File: src/rtl/mem_ctrl_pkg.sv
// Shared definitions for the MEM-stage data-memory access controller:
// state encoding, default memory map and a small address helper.
package mem_ctrl_pkg;

    localparam logic [1:0] STATE_IDLE = 2'd0;
    localparam logic [1:0] STATE_REQ  = 2'd1;
    localparam logic [1:0] STATE_DONE = 2'd2;

    typedef enum logic [1:0] {
        ST_IDLE = STATE_IDLE,
        ST_REQ  = STATE_REQ,
        ST_DONE = STATE_DONE
    } state_e;

    localparam logic [31:0] MEM_BASE_DEF = 32'd1024;
    localparam int unsigned IDX_W_DEF    = 16;

    function automatic logic is_word_aligned(input logic [31:0] a);
        return (a[1:0] == 2'b00);
    endfunction

endpackage

File: src/rtl/mem_addr_xlate.sv
// Combinational byte-address to word-index translation with legality check
// (above base, word aligned, inside the indexable word range).
module mem_addr_xlate
    import mem_ctrl_pkg::*;
#(
    parameter logic [31:0] MEM_BASE = MEM_BASE_DEF,
    parameter int unsigned IDX_W    = IDX_W_DEF
) (
    input  logic [31:0]      i_addr,
    output logic [IDX_W-1:0] o_idx,
    output logic             o_legal
);

    logic [31:0] w_offset;
    logic [31:0] w_word;

    // Range check uses the full 32-bit word offset; the index is truncated afterwards.
    always_comb begin
        w_offset = i_addr - MEM_BASE;
        w_word   = w_offset >> 2;
        o_idx    = w_word[IDX_W-1:0];
        o_legal  = (i_addr >= MEM_BASE) && is_word_aligned(i_addr) &&
                   ((w_word >> IDX_W) == 32'd0);
    end

endmodule

File: src/rtl/mem_access_ctrl.sv
// MEM-stage initiator for the word-addressed data memory: req/ack handshake,
// pipeline freeze while an access is outstanding, error pulse on bad address or timeout.
module mem_access_ctrl
    import mem_ctrl_pkg::*;
#(
    parameter int unsigned DATA_W   = 32,
    parameter logic [31:0] MEM_BASE = MEM_BASE_DEF,
    parameter int unsigned IDX_W    = IDX_W_DEF,
    parameter int unsigned TIMEOUT  = 15
) (
    input  logic              clk,
    input  logic              rst,
    input  logic              rd_en,
    input  logic              wr_en,
    input  logic [31:0]       addr,
    input  logic [DATA_W-1:0] wr_data,
    output logic [DATA_W-1:0] rd_data,
    output logic              ready,
    output logic              err,
    output logic              m_req,
    output logic              m_we,
    output logic [IDX_W-1:0]  m_addr,
    output logic [DATA_W-1:0] m_wdata,
    input  logic              m_ack,
    input  logic [DATA_W-1:0] m_rdata
);

    localparam int unsigned      CNT_W    = $clog2(TIMEOUT + 1);
    localparam logic [CNT_W-1:0] CNT_LAST = CNT_W'(TIMEOUT - 1);

    state_e              r_state;
    logic [CNT_W-1:0]    r_cnt;
    logic                r_m_req;
    logic                r_m_we;
    logic [IDX_W-1:0]    r_m_addr;
    logic [DATA_W-1:0]   r_m_wdata;
    logic [DATA_W-1:0]   r_rd_data;
    logic                r_err;

    logic [IDX_W-1:0]    w_idx;
    logic                w_legal;
    logic                w_req_any;

    mem_addr_xlate #(
        .MEM_BASE (MEM_BASE),
        .IDX_W    (IDX_W)
    ) u_xlate (
        .i_addr  (addr),
        .o_idx   (w_idx),
        .o_legal (w_legal)
    );

    assign w_req_any = rd_en | wr_en;

    // Access FSM with timeout counter and registered memory/pipeline outputs.
    always_ff @(posedge clk) begin
        if (!rst) begin
            r_state   <= ST_IDLE;
            r_cnt     <= '0;
            r_m_req   <= 1'b0;
            r_m_we    <= 1'b0;
            r_m_addr  <= '0;
            r_m_wdata <= '0;
            r_rd_data <= '0;
            r_err     <= 1'b0;
        end else begin
            r_err <= 1'b0;
            case (r_state)
                ST_IDLE: begin
                    if (w_req_any && w_legal) begin
                        r_state   <= ST_REQ;
                        r_m_req   <= 1'b1;
                        r_m_we    <= wr_en;
                        r_m_addr  <= w_idx;
                        r_m_wdata <= wr_data;
                        r_cnt     <= '0;
                    end else if (w_req_any) begin
                        r_state <= ST_DONE;
                        r_err   <= 1'b1;
                    end else begin
                        r_state <= ST_IDLE;
                    end
                end
                ST_REQ: begin
                    if (m_ack) begin
                        if (!r_m_we) begin
                            r_rd_data <= m_rdata;
                        end
                        r_m_req <= 1'b0;
                        r_state <= ST_DONE;
                    end else if (r_cnt == CNT_LAST) begin
                        r_m_req   <= 1'b0;
                        r_err     <= 1'b1;
                        r_rd_data <= '0;
                        r_state   <= ST_DONE;
                    end else begin
                        r_cnt <= r_cnt + 1'b1;
                    end
                end
                // Requests are still held here by the same instruction; never re-arm from DONE.
                ST_DONE: begin
                    r_state <= ST_IDLE;
                end
                default: begin
                    r_state <= ST_IDLE;
                    r_m_req <= 1'b0;
                end
            endcase
        end
    end

    assign ready   = ((r_state == ST_IDLE) && !w_req_any) || (r_state == ST_DONE);
    assign rd_data = r_rd_data;
    assign err     = r_err;
    assign m_req   = r_m_req;
    assign m_we    = r_m_we;
    assign m_addr  = r_m_addr;
    assign m_wdata = r_m_wdata;

endmodule

File: config.mk
export PLATFORM = sky130hd
export DESIGN_NAME = mem_access_ctrl
export DESIGN_NICKNAME = d
export VERILOG_FILES = /design/src/rtl/mem_ctrl_pkg.sv /design/src/rtl/mem_addr_xlate.sv /design/src/rtl/mem_access_ctrl.sv
export SDC_FILE = /design/constraint.sdc
export NUM_CORES = 1
export LEC_CHECK = 0
export ABC_CLOCK_PERIOD_IN_PS = 3150
export BUFFER_PORTS_ARGS = -buffer_cell sky130_fd_sc_hd__buf_2
export CAP_MARGIN = 30
export CORE_MARGIN = 5
export CORE_UTILIZATION = 45
export DETAILED_ROUTE_END_ITERATION = 10
export PLACE_DENSITY = 0.78
export SYNTH_ARGS = -nofsm -noshare
export SYNTH_HDL_FRONTEND = slang
export SYNTH_SLANG_ARGS = --single-unit
export TNS_END_PERCENT = 1
File: constraint.sdc
create_clock -name clk -period 3.15 [get_ports clk]
set_clock_uncertainty 0.1 [all_clocks]
set_input_delay 0.4725 -clock clk [delete_from_list [all_inputs] [get_ports clk]]
set_output_delay 0.4725 -clock clk [all_outputs]
set_load 0.05 [all_outputs]
==> Word-level counts from Yosys, hierarchy flattened <==
Index checks and enable logic that the tools add are counted.
{ "totals": {"mem_bits_ro": 0, "mem_bits_rw": 0, "latch_bits": 0, "n_memories": 0, "reg_bits": 89, "in_bits": 101, "wordCells": 57} }
{ "op_classes": {"reduce_logical": 15, "bitwise": 2, "n_mux": 21, "add_sub_neg": 2, "shifts": 0, "magnitude_cmp": 1, "div_mod_pow": 0, "n_mul": 0, "eq_ne": 8} }
{ "op_table": {"columns": ["op", "n"], "rows": [
  ["2-to-1 mux 32 bit", 3],
  [">= comparator 32 x 11 -> 1 bit (second input constant)", 1],
  ["zero test 32 bit", 1],
  ["subtractor 32 x 11 -> 32 bit (second input constant)", 1],
  ["2-to-1 mux 4 bit", 3],
  ["2-to-1 mux 2 bit", 4],
  ["!= test 2 bit (second input constant)", 4],
  ["case mux 4 bit (2 select lines)", 1],
  ["2-to-1 mux 1 bit", 7],
  ["AND reduction 3 bit", 2],
  ["adder 4 x 1 -> 4 bit (second input constant)", 1],
  ["equality test 4 bit (second input constant)", 1],
  ["logical AND 1 bit", 4],
  ["zero test 2 bit", 2],
  ["case mux 2 bit (2 select lines)", 1],
  ["AND reduction 4 bit", 1],
  ["nonzero test 2 bit", 2],
  ["!= test 3 bit (second input constant)", 1],
  ["case mux 1 bit (3 select lines)", 1],
  ["equality test 2 x 1 -> 1 bit (second input constant)", 1],
  ["equality test 2 bit (second input constant)", 1],
  ["case mux 1 bit (2 select lines)", 1],
  ["AND reduction 2 bit", 1],
  ["zero test 1 bit", 1],
  ["3 further kinds", 3]
]} }

==> Logic depth before layout (Yosys ltp) <==
{ "depth": {"word_depth": 6, "depth_mapped": 11, "depth_no_buf": 8} }

==> Modules after synthesis <==
Synthesis repeated with hierarchy kept, for this count alone.
{ "unflattened": {"cells_unflattened": 479, "hier_area_um2": 4294.1} }
{ "modules_own_cells": {"columns": ["mod", "area_each_um2", "seq_area_each_um2", "cells_per_inst", "instances"], "rows": [
  ["mem_access_ctrl", 3972.6, 1781.7, 431, 1],
  ["mem_addr_xlate", 321.6, 0.0, 48, 1]
]} }

==> Worst setup path before layout <==
Ideal clock, no wire load.
{ "synth_path": {"kind": "input port to flip-flop", "from": "in addr[10]", "to": "reg r_m_addr[11], in the netlist m_addr[11]", "setup_slack_ns": 0.373, "t_arrival_ns": 2.606, "path_buffers": 3, "setup_ns": 0.072, "required_time_ns": 2.978, "stages": 11, "path_cell_list": "inv_1 ha_1 or3b_1 clkbuf_1 or3b_1 a21oi_1 o21ai_1 nor4b_2 buf_6 buf_12 mux2i_1"} }
{ "synth_between": {"elab_chain_len": 5} }
{ "synth_lines": {"columns": ["element", "line", "rtl"], "rows": [
  ["start: declaration", "mem_access_ctrl.sv:15", "input logic [31:0] addr,"],
  ["subtractor 32 x 11 -> 32 bit or >= comparator 32 x 11 -> 1 bit (tied branches)", "mem_addr_xlate.sv:19, mem_addr_xlate.sv:22", null],
  ["zero test 32 bit or logical AND 1 bit (tied branches)", "mem_addr_xlate.sv:23, mem_addr_xlate.sv:22", null],
  ["logical AND 1 bit", "mem_addr_xlate.sv:22", "o_legal = (i_addr >= MEM_BASE) && is_word_aligned(i_addr) &&"],
  ["logical AND 1 bit", "mem_access_ctrl.sv:70", "if (w_req_any && w_legal) begin"],
  ["AND reduction 2 bit (no line)", null, null],
  ["end signal: assignment", "mem_access_ctrl.sv:74", "r_m_addr <= w_idx;"],
  ["end: declaration", "mem_access_ctrl.sv:35", "logic [IDX_W-1:0] r_m_addr;"]
]} }
Parallel ways exist; a longest one is shown, timed or not.
A chain may end at the register's enable or synchronous reset.

==> Worst setup path after layout <==
{ "layout_path": {"from": "in addr[10]", "to": "reg r_m_wdata[16], in the netlist m_wdata[16]"} }
{ "layout_between": {"elab_chain_len": 5} }
{ "layout_lines": {"columns": ["element", "line", "rtl"], "rows": [
  ["subtractor 32 x 11 -> 32 bit or >= comparator 32 x 11 -> 1 bit (tied branches)", "mem_addr_xlate.sv:19, mem_addr_xlate.sv:22", null],
  ["zero test 32 bit or logical AND 1 bit (tied branches)", "mem_addr_xlate.sv:23, mem_addr_xlate.sv:22", null],
  ["logical AND 1 bit *", "mem_addr_xlate.sv:22", null],
  ["logical AND 1 bit *", "mem_access_ctrl.sv:70", null],
  ["AND reduction 2 bit (no line) *", null, null],
  ["end signal: assignment", "mem_access_ctrl.sv:75", "r_m_wdata <= wr_data;"],
  ["end: declaration", "mem_access_ctrl.sv:36", "logic [DATA_W-1:0] r_m_wdata;"]
]} }
Mark *: on every way between the ends. The rest lies on a longest branch, timed or not.

==> impl_metrics.py <==
metrics = {
    "place": {
        "globalplace.congestion": 0.8664,
        "hpwlAfterDp_um": 7448,
        "io_buffers": 184,
        "place_inst": 710,
        "dp_slack_ps": -26.56,
    },
    "setup_path": {
        "r2r_cells": 8,
        "cpPeakStageDelay_ps": 490,
        "cp-start-kind": "input pin",
        "crit_path_top_delay_cell": "or3b_1",
        "worstSetupPathType": "input pin to flop",
        "path_cells": "buf_2, inv_1, ha_1, or3b_1, or3b_1, a21oi_1, o21ai_1, nor4b_4, buf_12, mux2i_1",
        "r2r_slack_ps": 1340,
        "cpMostUsedCell": "or3b_1",
        "worst_r2r_endpoint": "rd_data[0]$_SDFFE_PN0P_",
        "cp.required_ps": 3320,
        "critPathMaxFanout": 25,
        "r2r_start": "r_cnt[0]$_SDFFE_PN0P_",
        "end_kind": "flop",
        "cp.arrival_ps": 2990,
    },
    "timing": {
        "holdWs_ps": 254.4,
        "rsz0062_at_grt": "false",
        "period_minus_slack_ps": 2812,
        "timing.fmax_mhz": 355.6,
        "slew-limit-headroom": 0.5920,
        "period_share": 0.8928,
        "drv_slew": 0,
        "finalSetupViolations": 0,
        "finalHoldViolCount": 0,
        "worstMarginPinSlew_ps": 611.1,
        "worst_slack_ps": 337.8,
    },
    "global_routing": {
        "grt.overflow.total": 0,
        "grt_max_degree": 103,
        "grt_antenna_before_repair": 0,
        "grt_pass1_vias": 3515,
        "grt_first_pass_wirelength_um": 15740,
        "track_usage": 0.1850,
    },
    "synth": {
        "async_flop_share": 0,
        "synth_fp_nets": 554,
        "netlist_area_sq_um": 3857,
        "yosysTopAreaCellShare": 0.4619,
        "synth_cells": 450,
        "synth.top_cells.by_count": "nand2_1, dfxtp_1, mux2i_1",
        "synth-edff-count": 0,
        "ys_types": 42,
        "avgSynthCellArea_sq_um": 8.572,
        "yosysMostFrequentCell": "nand2_1",
        "netlist_top_cells_area": "dfxtp_1, mux2i_1, nand2_1, a21oi_1, nand3_1",
        "ys_ff_latch": 89,
        "ys_seq_area_frac": 0.4619,
        "yosysWarningCount": 0,
        "synthFlopType": "dfxtp_1",
        "synth_top_cell_by_area": "dfxtp_1",
    },
    "power": {
        "ir_drop_mv": 0.2382,
        "sw_frac_of_total": 0.2379,
        "p_sw_uw": 496.3,
        "combPwrFrac": 0.080,
        "clockPowerShare": 0.380,
        "p_seq_frac": 0.541,
        "p_leak_nw": 2.205,
        "pwr_density_cell_nw_per_um2": 417.7,
        "internal_power_mw": 1.589,
    },
    "min_path": {
        "min_path_type": "input pin to flop",
        "min_path_cells": 3,
        "min_from": "addr[9]",
        "holdPathEnd": "m_addr[7]$_SDFFE_PN0P_",
    },
    "cts": {
        "ctsResizeCount": 0,
        "ctsHtreeMaxLevel": 3,
        "clkLatencyLatePin_ps": 350,
        "post_cts_buffers": 0,
        "holdBufCountCts": 0,
        "clkSinkCount": 89,
        "cts_tree": "done",
        "cts_root_buf": "clkbuf_8",
        "cts_buffers": 9,
        "path_clk_slew_ps": 90,
        "cts_buffer_depth": 2,
    },
    "outcome": {
        "status": "completed",
    },
    "route": {
        "routedWlPerCell_um": 13.56,
        "drt-initial-drc-count": 116,
        "vias_per_cell": 4.983,
        "final_antenna_net_count": 0,
        "vias": 3618,
        "met3_length_um": 1062,
        "met1_length_um": 4188,
        "routed.top_layer": "met4",
        "drc_errors": 0,
        "dr.pass1.iters": 4,
        "route.met2.wl_um": 4491,
        "routed_wl_um": 9841,
    },
    "floorplanning": {
        "core_area_sq_um": 8299,
        "dieHeight_um": 102.6,
        "rows": 33,
        "ios": 185,
        "die_area_sq_um": 10520,
        "start_util": 0.4648,
        "die_x_um": 102.6,
    },
    "flow_run": {
        "cap_violations": 0,
    },
    "cells_and_area": {
        "layout.area.seq_sq_um": 1782,
        "multi_input_area_sq_um": 1843,
        "nNetsFinal": 720,
        "fin_cells": 726,
        "area_growth_pct": 29.45,
        "fillers": 731,
        "layout-drive-gt1-share": 0.3414,
        "n_antenna_cell": 0,
    },
}
## how the worst max path moves through the flow
stage,endpoint,startpoint
after floorplan,m_addr[11]$_SDFFE_PN0P_,addr[10]
after global placement,m_addr[15]$_SDFFE_PN0P_,addr[10]
after detailed placement,m_wdata[16]$_SDFFE_PN0P_,addr[10]
after CTS,m_wdata[16]$_SDFFE_PN0P_,addr[10]
after global routing,m_wdata[0]$_SDFFE_PN0P_,addr[10]
final,m_wdata[16]$_SDFFE_PN0P_,addr[10]
## cells by family (layout without fill, tap and decap cells)
family          after synthesis  in the layout  synth area share
simple gates                207            207            0.2384
flops                        89             89            0.4619
compound gates               50             50           0.07428
mux                          50             50            0.1297
buf+inv                      41            212           0.06325
xor+xnor                     10             10           0.02271
fa+ha+maj                     3              3          0.009732
## layer usage
layer	track usage	vias up
met5	0	-
met4	0.06256	0
met3	0.04939	9
met2	0.3083	150
met1	0.2317	1617
li1	-	1842
## power groups by stage
stage          Combinational, mW  Clock (mW)  Sequential, mW
2_1_floorplan             0.0726           0            1.16
3_3_place_gp               0.162           0            1.15
3_5_place_dp               0.166           0            1.15
4_1_cts                    0.167       0.826            1.13
5_1_grt                    0.184       0.876            1.13
6_report                   0.166       0.792            1.13
## flip-flops by register name, indices dropped and copies added (netlist names)
name and count:
err 1, m_addr 16, m_req 1, m_wdata 32, m_we 1, r_cnt 4, r_state 2, rd_data 32
## cell usage in the layout (no fill, tap or decap), types with 2 or more instances in the layout
master and count:
a21oi_1 34, xnor2_1 3, o21ai_1 2, nor3_1 8, ha_1 3, xor2_1 7, buf_12 3, clkinv_4 2
nand2_1 133, inv_1 5, mux2i_1 50, o21a_1 3, nand3_1 34, nor4_1 5, nand2b_1 3, nor2_1 9
clkbuf_8 10, a2111oi_0 2, or4_1 3, buf_4 2, o21ai_0 2, dfxtp_1 89, clkinv_2 2, or3b_1 2
buf_2 184
## critical path: cells and delay by family
kind            cells  cell delay [ps]
buf+inv             3              460
fa+ha+maj           1              210
mux                 1              220
compound gates      2              300
simple gates        3             1300
## stage by stage
step	TNS [ps]	area, sq um	power (mW)	util
after CTS	0	4994	2.121	0.6017
final	0	4994	2.086	0.6017
after global routing	0	4994	2.189	0.6017
after floorplan	0	3857	1.230	-
after global placement	0	4775	1.316	0.5753
after detailed placement	-110.8	4790	1.320	0.5771
## layout make-up
type                            count  area share
Multi-Input combinational cell    320      0.3691
Inverter                            6    0.004510
Clock inverter                      6     0.01328
Tap cell                          105     0.02631
Timing Repair Buffer              190      0.2025
Sequential cell                    89      0.3568
Clock buffer                       10     0.02756
No activity file was read; power rests on OpenSTA's default activity.
